File: src/rtl/processor_datapath.sv
// Accumulator-machine datapath: ACC/PC/IR/MAR/MDR on one shared bus plus ALU,
// sequenced externally by per-cycle control strobes, with a MAR/MDR RAM port.
module processor_datapath #(
    parameter int WORD_W = 8,
    parameter int OP_W   = 3
) (
    input  logic                     clock,
    input  logic                     n_reset,
    input  logic                     ACC_bus,
    input  logic                     PC_bus,
    input  logic                     MDR_bus,
    input  logic                     Addr_bus,
    input  logic                     load_ACC,
    input  logic                     load_PC,
    input  logic                     load_IR,
    input  logic                     load_MAR,
    input  logic                     load_MDR,
    input  logic                     ALU_ACC,
    input  logic                     ALU_add,
    input  logic                     ALU_sub,
    input  logic                     ALU_xor,
    input  logic                     INC_PC,
    input  logic                     CS,
    input  logic                     R_NW,
    output logic [OP_W-1:0]          op,
    output logic                     z_flag,
    output logic [WORD_W-OP_W-1:0]   mem_addr,
    output logic [WORD_W-1:0]        mem_wdata,
    input  logic [WORD_W-1:0]        mem_rdata,
    output logic                     mem_cs,
    output logic                     mem_we,
    output logic                     bus_conflict,
    output logic [WORD_W-1:0]        acc_q
);

    localparam int ADDR_W = WORD_W - OP_W;

    logic [WORD_W-1:0] r_acc;
    logic [ADDR_W-1:0] r_pc;
    logic [WORD_W-1:0] r_ir;
    logic [ADDR_W-1:0] r_mar;
    logic [WORD_W-1:0] r_mdr;

    logic [WORD_W-1:0] w_bus;
    logic [WORD_W-1:0] w_alu;
    logic [2:0]        w_en_count;

    // Priority ACC > PC > MDR > Addr; conflicts are flagged, not prevented.
    always_comb begin
        w_bus = '0;
        if (ACC_bus)
            w_bus = r_acc;
        else if (PC_bus)
            w_bus = {{OP_W{1'b0}}, r_pc};
        else if (MDR_bus)
            w_bus = r_mdr;
        else if (Addr_bus)
            w_bus = {{OP_W{1'b0}}, r_ir[ADDR_W-1:0]};
    end

    always_comb begin
        w_en_count = {2'b00, ACC_bus} + {2'b00, PC_bus}
                   + {2'b00, MDR_bus} + {2'b00, Addr_bus};
    end

    always_comb begin
        w_alu = w_bus;
        if (ALU_add)
            w_alu = r_acc + w_bus;
        else if (ALU_sub)
            w_alu = r_acc - w_bus;
        else if (ALU_xor)
            w_alu = r_acc ^ w_bus;
    end

    always_ff @(posedge clock or negedge n_reset) begin
        if (!n_reset) begin
            r_acc <= '0;
            r_pc  <= '0;
            r_ir  <= '0;
            r_mar <= '0;
            r_mdr <= '0;
        end else begin
            if (load_ACC)
                r_acc <= ALU_ACC ? w_alu : w_bus;
            if (load_PC)
                r_pc <= INC_PC ? r_pc + 1'b1 : w_bus[ADDR_W-1:0];
            if (load_IR)
                r_ir <= w_bus;
            if (load_MAR)
                r_mar <= w_bus[ADDR_W-1:0];
            // A bus load into MDR overrides a concurrent memory read.
            if (load_MDR)
                r_mdr <= w_bus;
            else if (CS && R_NW)
                r_mdr <= mem_rdata;
        end
    end

    assign op           = r_ir[WORD_W-1:ADDR_W];
    assign z_flag       = (r_acc == '0);
    assign mem_addr     = r_mar;
    assign mem_wdata    = r_mdr;
    assign mem_cs       = CS;
    assign mem_we       = CS & ~R_NW;
    assign bus_conflict = (w_en_count > 3'd1);
    assign acc_q        = r_acc;

endmodule

File: config.mk
export PLATFORM = sky130hd
export DESIGN_NAME = processor_datapath
export DESIGN_NICKNAME = d
export VERILOG_FILES = /design/src/rtl/processor_datapath.sv
export SDC_FILE = /design/constraint.sdc
export NUM_CORES = 1
export LEC_CHECK = 0
export BUFFER_PORTS_ARGS = -buffer_cell sky130_fd_sc_hd__buf_2
export CAP_MARGIN = 20
export CORE_ASPECT_RATIO = 0.9
export CORE_MARGIN = 3
export CORE_UTILIZATION = 52
export CTS_BUF_LIST = sky130_fd_sc_hd__clkbuf_8
export CTS_CLUSTER_DIAMETER = 200
export CTS_CLUSTER_SIZE = 16
export DETAILED_ROUTE_END_ITERATION = 16
export GPL_ROUTABILITY_DRIVEN = 0
export GPL_TIMING_DRIVEN = 1
export PLACE_DENSITY = 0.86
export SYNTH_ARGS = -nofsm -noshare
export SYNTH_HDL_FRONTEND = slang
export SYNTH_SLANG_ARGS = --single-unit
File: constraint.sdc
create_clock -name clock -period 2.57 [get_ports clock]
set_input_delay 0.3855 -clock clock [delete_from_list [all_inputs] [get_ports clock]]
set_output_delay 0.3855 -clock clock [all_outputs]
set_load 0.02 [all_outputs]
======== Word-level counts from Yosys, hierarchy flattened ========
Cells that the tools add are included.
word-level totals
  output and inout bits ................... 28
  word-level logic and storage cells ...... 29
  bits of input ports ..................... 26
  flip-flop bits (word level) ............. 34
operators by class
  reduce and logical (&&, ||, !) cells .... 3
  $add $sub $neg .......................... 6
  bitwise operators ....................... 3
  multiplexer cells ....................... 11
  order comparisons ....................... 1
operator list
  operator               count
  $mux W8                9
  $mux W5                2
  $add A8 B8 Y8          1
  $logic_not A8 Y1       1
  $sub A8 B8 Y8          1
  $xor A8 B8 Y8          1
  $add A5 B1 Y5 const B  1
  $add A2 B1 Y3          1
  $add A3 B1 Y3          1
  $gt A3 B1 Y1 const B   1
  $add A1 B1 Y2          1
  $reduce_bool A2 Y1     1
  $and A1 B1 Y1          1
  $logic_and A1 B1 Y1    1
  $not A1 Y1             1

======== Longest topological paths before layout ========
  depth in word-level cells ............... 9
  gate-level depth with buffers ........... 15
  mapped depth without buffers ............ 14

======== Least setup slack after synthesis ========
Ideal clock, no wire load.
  path type ............................... register to register
  start ................................... register r_mdr[1] (netlist: mem_wdata[1])
  end ..................................... register r_acc[6] (netlist: acc_q[6])
  stages on the path, launching flop included .. 14
  period minus slack after synthesis ...... 2.885 ns
  path buffers ............................ 0
  library setup time ...................... 0.095 ns
  data required time ...................... 2.475 ns
  data arrival time ....................... 2.790 ns
  path slack .............................. -0.315 ns
  cell sequence ........................... dfrtp_1 -> a21oi_1 -> a21oi_1 -> a21boi_0 -> inv_1 -> ha_1 -> inv_1 -> ha_1 -> a211oi_1 -> o32ai_1 -> a221oi_2 -> xnor2_1 -> nor2_1 -> o31ai_1
between the ends
  longest elaborated chain between the ends .. 7
  elaborated cells between the ends (all ways) .. 8
  those cells by class .................... add/sub (2); mux (6)
ends and longest elaborated chain
  item                    line  RTL
  from (decl)             42    logic [WORD_W-1:0] r_mdr;
  from (signal assigned)  94    r_mdr <= w_bus;
  from (signal assigned)  96    r_mdr <= mem_rdata;
  $mux W8 *               55    else if (MDR_bus)
  $mux W8 *               53    else if (PC_bus)
  $mux W8 *               51    if (ACC_bus)
  $sub A8 B8 Y8           71    w_alu = r_acc - w_bus;
  $mux W8                 70    else if (ALU_sub)
  $mux W8 *               68    if (ALU_add)
  $mux W8 *               85    r_acc <= ALU_ACC ? w_alu : w_bus;
  to (signal assigned)    85
  to (decl)               38    logic [WORD_W-1:0] r_acc;
Mark *: on every way between the ends. The rest lies on a longest branch, timed or not.
A chain may end at the register's enable or synchronous reset.

======== Worst setup path in the final report ========
  start ................................... register r_mdr[4] (netlist: mem_wdata[4])
  end ..................................... register r_acc[6] (netlist: acc_q[6])
between the ends
  longest elaborated chain between the ends .. 7
  elaborated cells between the ends (all ways) .. 8
  those cells by class .................... add/sub (2); mux (6)
ends and longest elaborated chain
  item                line  RTL
  $mux W8 *           55
  $mux W8 *           53
  $mux W8 *           51
  named net w_bus[4]  44    logic [WORD_W-1:0] w_bus;
  $sub A8 B8 Y8       71
  $mux W8             70
  $mux W8 *           68
  $mux W8 *           85
The timed path passes the listed nets; every way through them passes the cells marked *.

==> qor.csv <==
stage,metric,value,unit
power_and_ir_drop,power density over cell area,1020,nW/um2
setup_path,Crit path required time,2760,ps
status,failing checks,negative setup slack,
setup_path,startpoint types,flip-flop,
final_layout,most frequent cells in the layout,"59 x buf_4, 53 x buf_2, 35 x a21oi_1",
floorplan,die width,81.4,um
timing,Tmin final,2680,ps
timing,Fin. Hold Viols,0,
final_layout,end-of-flow core utilization,0.740,
detailed_routing,antenna-violating nets left,0,
yosys,synthesis warning total,0,
floorplan,Core ar.,4890,um2
detailed_routing,Initial DRC Count,393,
placed_design,detailed placer's ending HPWL,6390,um
clock_tree,Root Buffer Master,clkbuf_8,
setup_path,CP Capture Type,flip-flop,
final_layout,"commonest non-fill, non-tap cell in the layout",buf_4,
power_and_ir_drop,Reg power frac,0.221,
clock_tree,Num CTS Buffers,5,
yosys,Mapped Cells,321,
timing,Max Clock Freq,373,MHz
placed_design,I/O Buffers,53,
global_route,largest net degree at the start of global routing,35,
timing,final slew viol count,0,
timing,final setup violation count,1,
power_and_ir_drop,Pwr Total,3.69,mW
setup_path,Crit Path Class,flip-flop to flip-flop,
power_and_ir_drop,Switch Pwr,1.58,mW
clock_tree,Hold Buf Count CTS,0,
yosys,Post-Syn Area,2660,um2
yosys,asr flop ratio synth,1.00,
final_layout,Antenna Diode Count,0,
global_route,grt ovf,0,
clock_tree,clock latency on the worst-skew pair,290,ps
final_layout,# fillers,327,
floorplan,DIE AREA,6020,um2
final_layout,area grow syn2layout,36.0,%
global_route,vias in the first global route,2771,
global_route,global-route wire length before repair,13400,um
placed_design,pre-CTS WS,-218,ps
power_and_ir_drop,Clock Power Share,0.163,
detailed_routing,vias,3124,
yosys,"Primary FF master, synth",dfrtp_1,
yosys,Post-synth EDFFs,0,
clock_tree,CTS tree,yes,
power_and_ir_drop,Int Power,2.11,mW
power_and_ir_drop,logic gate share of total power,0.616,
detailed_routing,1st-pass router iterations,6,
detailed_routing,Via density,6.41,
final_layout,Final nets,463,
yosys,Seq cells post-synth,34,
timing,Rel. slew slack,0.485,
timing,Slew @ Worst Pin,772,ps
setup_path,Crit path arrival time,2870,ps
timing,Setup Total Neg Slack,-111,ps
setup_path,crit-path max FO,5,
clock_tree,# H-tree levels,2,
power_and_ir_drop,Switching Fraction,0.427,
clock_tree,"CTS clk-pin slew, worst paths",80,ps
timing,final period utilization,1.04,
yosys,synthesized area per cell,8.30,um2
floorplan,Die Y,73.9,um
floorplan,row count,24,
global_route,antenna violations before repair,0,
status,status,"complete, but fails checks",
floorplan,Starting Density,0.544,
clock_tree,Max Buffers Root-to-Sink,2,
hold_path,Min-Delay Path Class,primary input to asynchronous set/reset pin,
detailed_routing,DRC violations left,0,
timing,final setup margin,-111,ps
floorplan,Top Ports,54,
job,number of max-cap violations,0,
final_layout,fraction of layout cells with a size suffix above 1,0.363,
timing,clk_skew,9.80,ps
global_route,GRT Util Overall,0.294,
detailed_routing,per-cell routed wire length,19.5,um
yosys,register area share after synthesis,0.319,
yosys,Post-Syn Nets,363,
power_and_ir_drop,worst vdd ir,0.000829,V
power_and_ir_drop,Leak,1.71,nW
clock_tree,TritonCTS Sinks,34,
yosys,Cell variety after synth,58,
timing,unrepaired setup endpoints after global routing,true,
detailed_routing,Post-Route WL,9510,um
-- final cells by class --
| type | instances | area, um2 | area share |
|---|---|---|---|
| Clock buffer | 5 | 68.8 | 0.0190 |
| Clock inverter | 3 | 68.8 | 0.0190 |
| Inverter | 18 | 70.1 | 0.0193 |
| Multi-Input combinational cell | 250 | 1770 | 0.489 |
| Sequential cell | 34 | 852 | 0.235 |
| Tap cell | 65 | 81.3 | 0.0225 |
| Timing Repair Buffer | 112 | 708 | 0.196 |
-- through the flow --
| step | cells | instance area [um2] | hold slack, ps |
|---|---|---|---|
| 2_1_floorplan | 321 | 2690 | 89.9 |
| 3_3_place_gp | 473 | 3340 | 484 |
| 3_5_place_dp | 473 | 3340 | 497 |
| 4_1_cts | 483 | 3510 | 187 |
| 5_1_grt | 487 | 3620 | 214 |
| 6_report | 487 | 3620 | 165 |
-- worst max-delay path, cell delays in order, from the launching register on --
cell and delay, ps:
dfrtp_1 400, a21oi_1 180, o21ai_0 120, a22o_1 290
ha_4 330, inv_1 60, o21ai_1 260, inv_1 150
a221oi_4 290, xnor2_1 160, nor2_1 80, o31ai_1 250
-- timing repair --
item / 4_1_cts / 5_1_grt
pin swaps: 5 / 10
resized for setup: 7 / 15
cloned: 0 / 0
setup buffers: 2 / 5
endpoints found under the setup margin: 4 / 4
-- logic make-up after synthesis --
family | count (synthesis) | share of synthesized area
buffers and inverters | 37 | 0.0615
and+or+nand+nor | 93 | 0.171
DFF | 34 | 0.319
AOI/OAI and AO/OA | 120 | 0.291
adders and majority gates | 16 | 0.0808
xor gates and xnor gates | 9 | 0.0296
muxes | 12 | 0.0470
-- flip-flops by register name, summed over array words and instances (netlist names) --
| register | count |
|---|---|
| mem_wdata | 8 |
| r_pc | 5 |
| acc_q | 8 |
| mem_addr | 5 |
| r_ir | 8 |
-- cell usage after synthesis (all sizes together), types with 4 or more instances --
| cell type | n | share of area |
|---|---|---|
| dfrtp | 34 | 0.32 |
| mux2i | 8 | 0.030 |
| o22ai | 7 | 0.016 |
| ha | 14 | 0.066 |
| inv | 18 | 0.025 |
| nor2 | 28 | 0.039 |
| o21bai | 5 | 0.014 |
| o21a | 4 | 0.011 |
| nand3b | 5 | 0.019 |
| a211oi | 6 | 0.017 |
| nand2b | 4 | 0.0094 |
| o21ai | 29 | 0.054 |
| buf | 8 | 0.021 |
| clkbuf | 11 | 0.016 |
| mux2 | 4 | 0.017 |
| a21oi | 39 | 0.073 |
| nand2 | 31 | 0.044 |
| xnor2 | 6 | 0.020 |
| nor2b | 7 | 0.016 |
-- worst paths after layout --
kind                                             to                     start  cells past startpoint  slack [ps]
max                            acc_q[6]$_DFFE_PN0P_  mem_wdata[4]$_DFFE_PN0P_                     11        -110
min                             r_pc[0]$_DFFE_PN0P_                   n_reset                      1         170
max reg2reg                    acc_q[6]$_DFFE_PN0P_  mem_wdata[4]$_DFFE_PN0P_                     11        -110
min reg2reg                 mem_addr[3]$_DFFE_PN0P_   mem_addr[3]$_DFFE_PN0P_                      1         520
max in group asynchronous  mem_wdata[1]$_DFFE_PN0P_                   n_reset                      1        1870
min in group clock          mem_addr[2]$_DFFE_PN0P_                  load_MAR                      2         380
-- metal layers --
metal / track usage / vias up / wire length [um]
met5: 0 / - / 0
met4: 0.131 / 0 / 569
met3: 0.0527 / 81 / 1050
met2: 0.464 / 260 / 4270
met1: 0.394 / 1427 / 3620
li1: - / 1356 / -
-- power by group through the flow --
stage	registers [mW]	logic (mW)	clock network (mW)
after global placement	0.805	1.85	0
final	0.813	2.27	0.602
after CTS	0.800	1.98	0.604
after floorplan	0.910	1.04	0
after global routing	0.827	2.41	0.626
after detailed placement	0.808	1.92	0
No activity file was read; power rests on OpenSTA's default activity.
